`config.mk`:
```
export PLATFORM = sky130hd
export DESIGN_NAME = cache_mem_arbiter
export DESIGN_NICKNAME = d
export VERILOG_FILES = /design/src/rtl/cache_mem_arbiter_pkg.sv /design/src/rtl/cache_mem_arbiter.sv
export SDC_FILE = /design/constraint.sdc
export NUM_CORES = 1
export LEC_CHECK = 0
export ABC_CLOCK_PERIOD_IN_PS = 4500
export CORE_AREA = 2 2 533 535
export CTS_CLUSTER_DIAMETER = 100
export DETAILED_ROUTE_END_ITERATION = 6
export DIE_AREA = 0 0 535 537
export PLACE_DENSITY = 0.3
export SETUP_SLACK_MARGIN = 0.3
export SLEW_MARGIN = 30
export SYNTH_ARGS = -nofsm -noshare
export SYNTH_HDL_FRONTEND = slang
export SYNTH_SLANG_ARGS = --single-unit
```
`constraint.sdc`:
```
create_clock -name clk -period 4.5 [get_ports clk]
set_input_delay 0.675 -clock clk [delete_from_list [all_inputs] [get_ports clk]]
set_output_delay 0.675 -clock clk [all_outputs]
set_load 0.05 [all_outputs]
```
`src/rtl/cache_mem_arbiter_pkg.sv`:
```
// cache_mem_arbiter_pkg: shared types and default widths for the icache/dcache memory arbiter
package cache_mem_arbiter_pkg;
    localparam int DEF_ADDR_W = 32;
    localparam int DEF_LINE_W = 256;
    typedef enum logic [1:0] {IDLE, GRANT_I, GRANT_D, RECOVER} arb_state_t;
    typedef enum logic {SRC_I, SRC_D} arb_src_t;
endpackage

```
`src/rtl/cache_mem_arbiter.sv`:
```
// cache_mem_arbiter: round-robin sharing of one cacheline memory path between icache and dcache
//   clk, rst (sync, active-low)
//   icache: i_read, i_address -> i_rdata, i_resp
//   dcache: d_read, d_write, d_address, d_wdata -> d_rdata, d_resp
//   memory: m_read, m_write, m_address, m_wdata -> adaptor; m_rdata, m_resp <- adaptor
module cache_mem_arbiter
    import cache_mem_arbiter_pkg::*;
#(
    parameter int ADDR_W = DEF_ADDR_W,
    parameter int LINE_W = DEF_LINE_W
) (
    input  logic              clk,
    input  logic              rst,
    input  logic              i_read,
    input  logic [ADDR_W-1:0] i_address,
    output logic [LINE_W-1:0] i_rdata,
    output logic              i_resp,
    input  logic              d_read,
    input  logic              d_write,
    input  logic [ADDR_W-1:0] d_address,
    input  logic [LINE_W-1:0] d_wdata,
    output logic [LINE_W-1:0] d_rdata,
    output logic              d_resp,
    output logic              m_read,
    output logic              m_write,
    output logic [ADDR_W-1:0] m_address,
    output logic [LINE_W-1:0] m_wdata,
    input  logic [LINE_W-1:0] m_rdata,
    input  logic              m_resp
);
    arb_state_t state, state_next;
    arb_src_t last_grant;
    logic cmd_write, busy, i_done, d_done, any_req, pick_d;
    logic [ADDR_W-1:0] cmd_addr;
    logic [LINE_W-1:0] cmd_wdata, i_line, d_line;
    assign any_req = i_read | d_read | d_write;
    // dcache wins when alone, or on a tie when icache had the previous grant
    assign pick_d = (d_read | d_write) & (~i_read | (last_grant == SRC_I));
    assign busy = (state == GRANT_I) | (state == GRANT_D);
    assign i_done = (state == GRANT_I) & m_resp;
    assign d_done = (state == GRANT_D) & m_resp;
    assign m_read = busy & ~cmd_write;
    assign m_write = busy & cmd_write;
    assign m_address = cmd_addr;
    assign m_wdata = cmd_wdata;
    assign i_resp = i_done;
    assign d_resp = d_done;
    assign i_rdata = i_done ? m_rdata : i_line;
    assign d_rdata = d_done ? m_rdata : d_line;
    always_comb begin
        state_next = state;
        if (state == IDLE)
            state_next = any_req ? (pick_d ? GRANT_D : GRANT_I) : IDLE;
        else if (state == RECOVER)
            state_next = IDLE;
        else
            state_next = m_resp ? RECOVER : state;
    end
    always_ff @(posedge clk) begin
        if (!rst) begin
            state      <= IDLE;
            last_grant <= SRC_D;
            cmd_write  <= 1'b0;
            cmd_addr   <= '0;
            cmd_wdata  <= '0;
            i_line     <= '0;
            d_line     <= '0;
        end else begin
            state <= state_next;
            if (i_done) i_line <= m_rdata;
            if (d_done) d_line <= m_rdata;
            // the command is frozen here so requester-side changes cannot disturb the burst;
            // a simultaneous d_read/d_write is resolved as a write
            if (state == IDLE && any_req) begin
                last_grant <= pick_d ? SRC_D : SRC_I;
                cmd_write  <= pick_d & d_write;
                cmd_addr   <= pick_d ? d_address : i_address;
                cmd_wdata  <= pick_d ? d_wdata : '0;
            end
        end
    end
endmodule
```
**Word-level counts from Yosys, hierarchy flattened**

Index checks and enable logic that the tools add are counted.

- Bitwise operators: 14
- Reduce and logical (&&, ||, !) cells: 3
- Eq/ne operators: 3
- Mux-type cells: 10

Operators by type and width:

| kind | count |
|---|---|
| 256-bit 2-to-1 mux | 3 |
| 32-bit 2-to-1 mux | 1 |
| 2-bit 2-to-1 mux | 5 |
| 1-bit bitwise AND | 6 |
| 1-bit OR | 5 |
| 2-bit equality test, second input constant | 2 |
| 1-bit inverter | 3 |
| 3-bit nonzero test | 1 |
| 2-bit by 1-bit equality test with 1-bit output, second input constant | 1 |
| 2-bit zero test | 1 |
| 1-bit logical AND | 1 |
| 1-bit 2-to-1 mux | 1 |

- Output and inout bits: 804
- Input port bits: 582
- Register bits: 804

**Longest topological paths before layout**

Gate-level depths: netlist (run 1).

- Depth in word-level cells: 6
- Depth in mapped cells: 9

**Worst setup path after synthesis (run 1)**

Ideal clock, no wire load.

- Kind: input port to output port
- Start point: input port m_resp
- End point: output port d_rdata[100]
- Slack: 2.210 ns
- Stages on the path: 4
- Arrival time: 1.615 ns
- Required time: 3.825 ns
- Cell sequence: nand2_1 > buf_2 > buf_2 > mux2_2

- Longest elaborated chain between the ends: 2

Ends and longest elaborated chain:

| element | line | RTL |
|---|---|---|
| from (decl) | cache_mem_arbiter.sv:29 | `input logic m_resp` |
| 1-bit bitwise AND | cache_mem_arbiter.sv:41 | `assign d_done = (state == GRANT_D) & m_resp;` |
| 256-bit 2-to-1 mux | - |  |
| to (decl) | cache_mem_arbiter.sv:22 | `output logic [LINE_W-1:0] d_rdata,` |

No other way between the ends.

**Final worst setup path (run 1)**

- Start point: register state[0]
- End point: output port d_rdata[47]

- Longest elaborated chain between the ends: 3

Ends and longest elaborated chain:

| element | line | RTL |
|---|---|---|
| from (decl) | cache_mem_arbiter.sv:31 | `arb_state_t state, state_next;` |
| from (signal assigned) | cache_mem_arbiter.sv:69 | `state <= state_next;` |
| 2-bit equality test | cache_mem_arbiter.sv:41 |  |
| 1-bit bitwise AND | cache_mem_arbiter.sv:41 |  |
| 256-bit 2-to-1 mux | - |  |

No other way between the ends.

==> metrics, run 1 <==
status finished, final reports clean; share of cells above drive strength 1 25.0%; area delta synth->final 68.2%; starting density of the core 11.1%; CP arrival 3340 ps; core area 281000 um2; ranking of synthesized cells by area dfxtp_1 52%, mux2_2 19%, and2_1 10%; CTS Root Cell clkbuf_16; Final Max Slew Viols 0; Layout fillers 30.9k; commonest non-fill, non-tap cells in the layout 1102 x clkdlybuf4s50_1, 804 x dfxtp_1, 513 x and2_1; Switching Fraction 37.3%; Die Y 537 um; Final min period 4020 ps; drt first pass iters 5; leakage 0.0199 uW; die width 535 um; DR iter-0 viols 959; htree depth 3; Max Cap Viol 0; CTS tree built; clock buffer depth 4; worst hold-check path type in -> reg; synth warn 0; Slew HR 37.1%; crit path kind reg -> out; maximum clock rate 249 MHz; total grt overflow 0; initial antenna violation count 102; first-pass GRT wire length 254000 um; FP Rows 195; Comb power frac 33.0%; DR vias/cell 3.40; number of buffers created by CTS 117; RSZ-0062 raised after global routing true; clk_lat worst skew 830 ps; Int Pwr 16000 uW; Clk pwr share 35.9%; fin nets 4652; Cells after Synth 2747; Residual DRC 0; Ports 1386; Worst Path Max Fanout 46; IO Port Bufs 1385; die footprint 287000 um2; Req. time, crit path 3830 ps; peak supply drop 291 uV; setup bufs post-CTS 0; Setup Skew 48.4 ps; Syn Std Cell Area 31200 um2; worst-margin pin slew 943 ps; gpl congestion 0.780; Setup TNS 0 ps; Mean Syn Cell Area 11.3 um2; post-DP HPWL 152000 um; Yosys cell types 23; vias 26.9k; vias in the first global route 26.9k; Critical Path Sink Type output pin; Tot GR Track Use 12.8%; Clock transition at path regs 60 ps; final critical-path share of the clock period 89.3%; P_sw 9520 uW; post-route ant nets 0; Synth area leader dfxtp_1; area fraction of the dominant cell type after synthesis 51.7%; Final Hold Vio Count 0; setup violators final 0; CTS sink count 804; most common cell after layout, fill and taps aside clkdlybuf4s50_1; largest net degree at the start of global routing 144; final cell utilization of the core 18.6%; Flop pwr share 31.1%; wire length per cell 24.4 um; startpoint types register; final instance area 52400 um2; FF+latch count, synth 804; Cell Pwr Density 488 nW/um2; drt total wl 193000 um; DP Area 48600 um2; post-synthesis sequential area ratio 51.7%; Post-Syn Nets 3333
## what timing repair did
item | CTS | global route
hold buffers | 0 | 0
setup endpoints to repair | 132 | 49
hold endpoints to repair | 0 | 0
gates resized for setup | 2 | 1
## final cells by class
type | count | area (um2) | share of cell area [%]
flip-flops and latches | 804 | 16100 | 30.7
repair buffers | 1453 | 13900 | 26.6
well taps | 3743 | 4680 | 8.94
inverters | 4 | 15.0 | 0.0287
diodes | 23 | 57.6 | 0.110
clock inverters | 23 | 305 | 0.583
multi-input cells | 1686 | 13900 | 26.5
clock buffers | 178 | 3430 | 6.54
## sequential cells by signal, summed over array words and instances, names as in the netlist
register / cells
i_line: 256
state: 2
m_wdata: 256
last_grant: 1
cmd_write: 1
d_line: 256
m_address: 32
## synth_stat cells
library cell and number:
o21ai_0 2, nor2_1 1, a21boi_0 16, buf_6 7, o31ai_2 1, nor2b_1 258, nand3b_1 1, a32oi_1 257
o21ba_2 1, nand2_1 4, and2_1 513, ha_1 4, buf_1 4, inv_1 4, buf_2 96, a2bb2oi_1 32
dfxtp_1 804, a21boi_1 18, mux2_2 512, buf_4 26, clkbuf_1 120, a2bb2oi_2 1, nand3_1 65
## metrics by stage
step / hold slack, ps / cells / power [uW] / setup slack (ps)
floorplan: 470 / 2747 / 13200 / 2210
global placement: 489 / 7690 / 16700 / 576
detailed placement: 495 / 7690 / 16700 / 577
CTS: 308 / 7891 / 26200 / 326
global route: 351 / 7893 / 26700 / 280
finish: 410 / 7914 / 25600 / 484
## power by group through the flow
stage | sequential (uW) | combinational [uW] | clock (uW)
CTS | 7950 | 8610 | 9650
detailed placement | 8090 | 8590 | 0
global placement | 8090 | 8590 | 0
floorplan | 9010 | 4180 | 0
finish | 7940 | 8430 | 9190
global route | 8010 | 8820 | 9880
## logic make-up after synthesis
group	synth area share, %
and+or+nand+nor	16.6
AOI/OAI and AO/OA	9.10
adders and majority gates	0.161
buffers and inverters	3.96
DFF	51.7
muxes	18.5
## final timing paths
| path | startpoint | end | slack [ps] | cells after the start |
|---|---|---|---|---|
| max | state[0] | d_rdata[47] | 480 | 8 |
| min | d_address[22] | m_address[22] | 410 | 3 |
| min reg2reg | m_wdata[102] | m_wdata[102] | 510 | 2 |
| max reg2reg | state[0] | d_line[47] | 1910 | 8 |
## worst max-delay path, cell delays in order (launching register included)
cell,delay (ps)
dfxtp_1,370
inv_1,110
ha_1,270
nand2_8,180
buf_12,240
buf_12,230
buf_16,280
mux2_2,410
buf_4,200
## routing by layer
metal | vias up | global-route usage [%] | share of wire, % | routed length (um)
met5 | - | 0 | 0.28 | 540
met4 | 84 | 2.30 | 1.7 | 3370
met3 | 293 | 5.89 | 10 | 20100
met2 | 1130 | 23.0 | 50 | 96400
met1 | 13000 | 13.8 | 38 | 72900
li1 | 12400 | - | - | -
Power figures use the tool's default switching activity.
==> inputs of run 2 (changes only) <==
PLACE_DENSITY = 0.35   (was 0.3)
==> metrics, run 2 (synthesis gave the netlist of run 1 again) <==
CTS tree built (unchanged); Worst path max stage delay 770 ps (was 410 ps); Cell Pwr Density 484 nW/um2 (was 488 nW/um2); Critical Path Sink Type output pin (unchanged); critical-path cell list inv_1 > ha_1 > nand2_4 > buf_12 > mux2_2 > clkdlybuf4s50_1 (was inv_1 > ha_1 > nand2_8 > buf_12 > buf_12 > buf_16 > mux2_2 > buf_4); Clk pwr share 35.4% (was 35.9%); final instance area 52500 um2 (was 52400 um2); P_sw 9470 uW (was 9520 uW); total area of sequential cells 16100 um2 (unchanged); vias in the first global route 26.8k (was 26.9k); Switching Fraction 37.3% (about the same); DR vias/cell 3.40 (about the same); Final min period 3990 ps (was 4020 ps); core area 281000 um2 (unchanged); Ports 1386 (unchanged); final cell count without fillers 7928 (was 7914); total grt overflow 0 (unchanged); FP Rows 195 (unchanged); Setup TNS 0 ps (unchanged); share of cells above drive strength 1 28.4% (was 25.0%); clock buffer depth 4 (unchanged); Die Y 537 um (unchanged); Tot GR Track Use 12.6% (was 12.8%); die footprint 287000 um2 (unchanged); fin nets 4651 (was 4652); Final Max Slew Viols 0 (unchanged); Worst Slack Setup Final 506 ps (was 484 ps); vias 26.9k (about the same); placed cell count 7691 (was 7690); drt first pass iters 4 (was 5); Int Pwr 15900 uW (was 16000 uW); Flop pwr share 31.3% (was 31.1%); crit path kind reg -> out (unchanged); CTS sink count 804 (unchanged); die width 535 um (unchanged); drt total wl 190000 um (was 193000 um); starting density of the core 11.1% (unchanged); gpl congestion 0.799 (was 0.780); Req. time, crit path 3830 ps (about the same); DR iter-0 viols 1090 (was 959); first-pass GRT wire length 249000 um (was 254000 um); startpoint types register (unchanged); post-route ant nets 0 (unchanged); Clock transition at path regs 60 ps (about the same); flop2flop setup slack 1960 ps (was 1910 ps); WP depth 6 (was 8); setup violators final 0 (unchanged); area delta synth->final 68.5% (was 68.2%); Slew HR 36.5% (was 37.1%); Final Hold Vio Count 0 (unchanged); worst path bufs/invs 3 (was 5); dpl ws 610 ps (was 577 ps); final cell utilization of the core 18.7% (was 18.6%); hold depth 3 (unchanged); initial antenna violation count 120 (was 102); RSZ-0062 raised after global routing false (was true); Max Cap Viol 0 (unchanged); DP Area 48700 um2 (was 48600 um2); slowest stage cell on the critical path clkdlybuf4s50_1 (was mux2_2); reg2reg path depth 8 (unchanged); area occupied by multi-input gates 13900 um2 (about the same); CTS Hold Bufs 0 (unchanged); IO Port Bufs 1385 (unchanged); Comb power frac 33.2% (was 33.0%); peak supply drop 300 uV (was 291 uV); final critical-path share of the clock period 88.8% (was 89.3%); most common cell after layout, fill and taps aside clkdlybuf4s50_1 (unchanged); worst hold-check path type in -> reg (unchanged); Layout fillers 31.1k (was 30.9k); Top delay family on crit path buffers and inverters (unchanged); Residual DRC 0 (unchanged); commonest non-fill, non-tap cells in the layout 967 x clkdlybuf4s50_1, 804 x dfxtp_1, 513 x and2_1 (was 1102 x clkdlybuf4s50_1, 804 x dfxtp_1, 513 x and2_1); number of buffers created by CTS 115 (was 117); htree depth 3 (unchanged); Setup Skew 48.2 ps (was 48.4 ps); maximum clock rate 250 MHz (was 249 MHz); status finished, final reports clean (unchanged); largest net degree at the start of global routing 150 (was 144); CP arrival 3320 ps (was 3340 ps); CTS Root Cell clkbuf_16 (unchanged); leakage 0.0203 uW (was 0.0199 uW); wire length per cell 23.9 um (was 24.4 um); post-DP HPWL 150000 um (was 152000 um); worst-margin pin slew 949 ps (was 943 ps); clk_lat worst skew 840 ps (was 830 ps); Worst Path Max Fanout 24 (was 46)
[run 2: final timing paths]
| path | startpoint | to |
|---|---|---|
| setup reg to reg | state[1] | i_line[50] |
| hold / removal | d_address[13] | m_address[13] |
| hold reg to reg | m_wdata[195] | m_wdata[195] |
| setup / recovery | state[1] | i_rdata[7] |
[run 2: tightest hold or removal path, stage by stage]
cell and delay [ps]:
clkdlybuf4s50_1 400, nand3_1 70, a21boi_1 50
[run 2: power groups by stage]
| stage | combinational [uW] | sequential [uW] | clock [uW] |
|---|---|---|---|
| after floorplan | 4180 | 9010 | 0 |
| after global placement | 8570 | 8090 | 0 |
| after detailed placement | 8580 | 8100 | 0 |
| after CTS | 8590 | 7960 | 9420 |
| after global routing | 8820 | 8010 | 9640 |
| final | 8440 | 7950 | 8990 |
[run 2: cell type report]
cell class | instances | area share, %
antenna | 29 | 0.138
clock buffer | 173 | 6.39
sequential | 804 | 30.7
tap | 3743 | 8.92
inverter | 4 | 0.0286
multi-input combinational | 1686 | 26.4
timing repair buffer | 1454 | 26.8
clock inverter | 35 | 0.634
[run 2: through the flow]
stage               total power, uW  hold WS [ps]
finish                        25400           415
global route                  26500           356
CTS                           26000           306
detailed placement            16700           497
global placement              16700           488
floorplan                     13200           470
[run 2: metal layers]
metal / GRT usage, % / up-vias / part of all wire, %
li1: - / 12400 / -
met2: 22.7 / 1165 / 50
met3: 6.16 / 343 / 11
met5: 0 / - / 0.35
met1: 12.7 / 12900 / 36
met4: 3.47 / 102 / 2.6
[run 2: repair_timing]
item | in CTS | in global routing
setup endpoints to repair | 29 | 0
buffers inserted | 0 | 0
resized for setup | 1 | 0
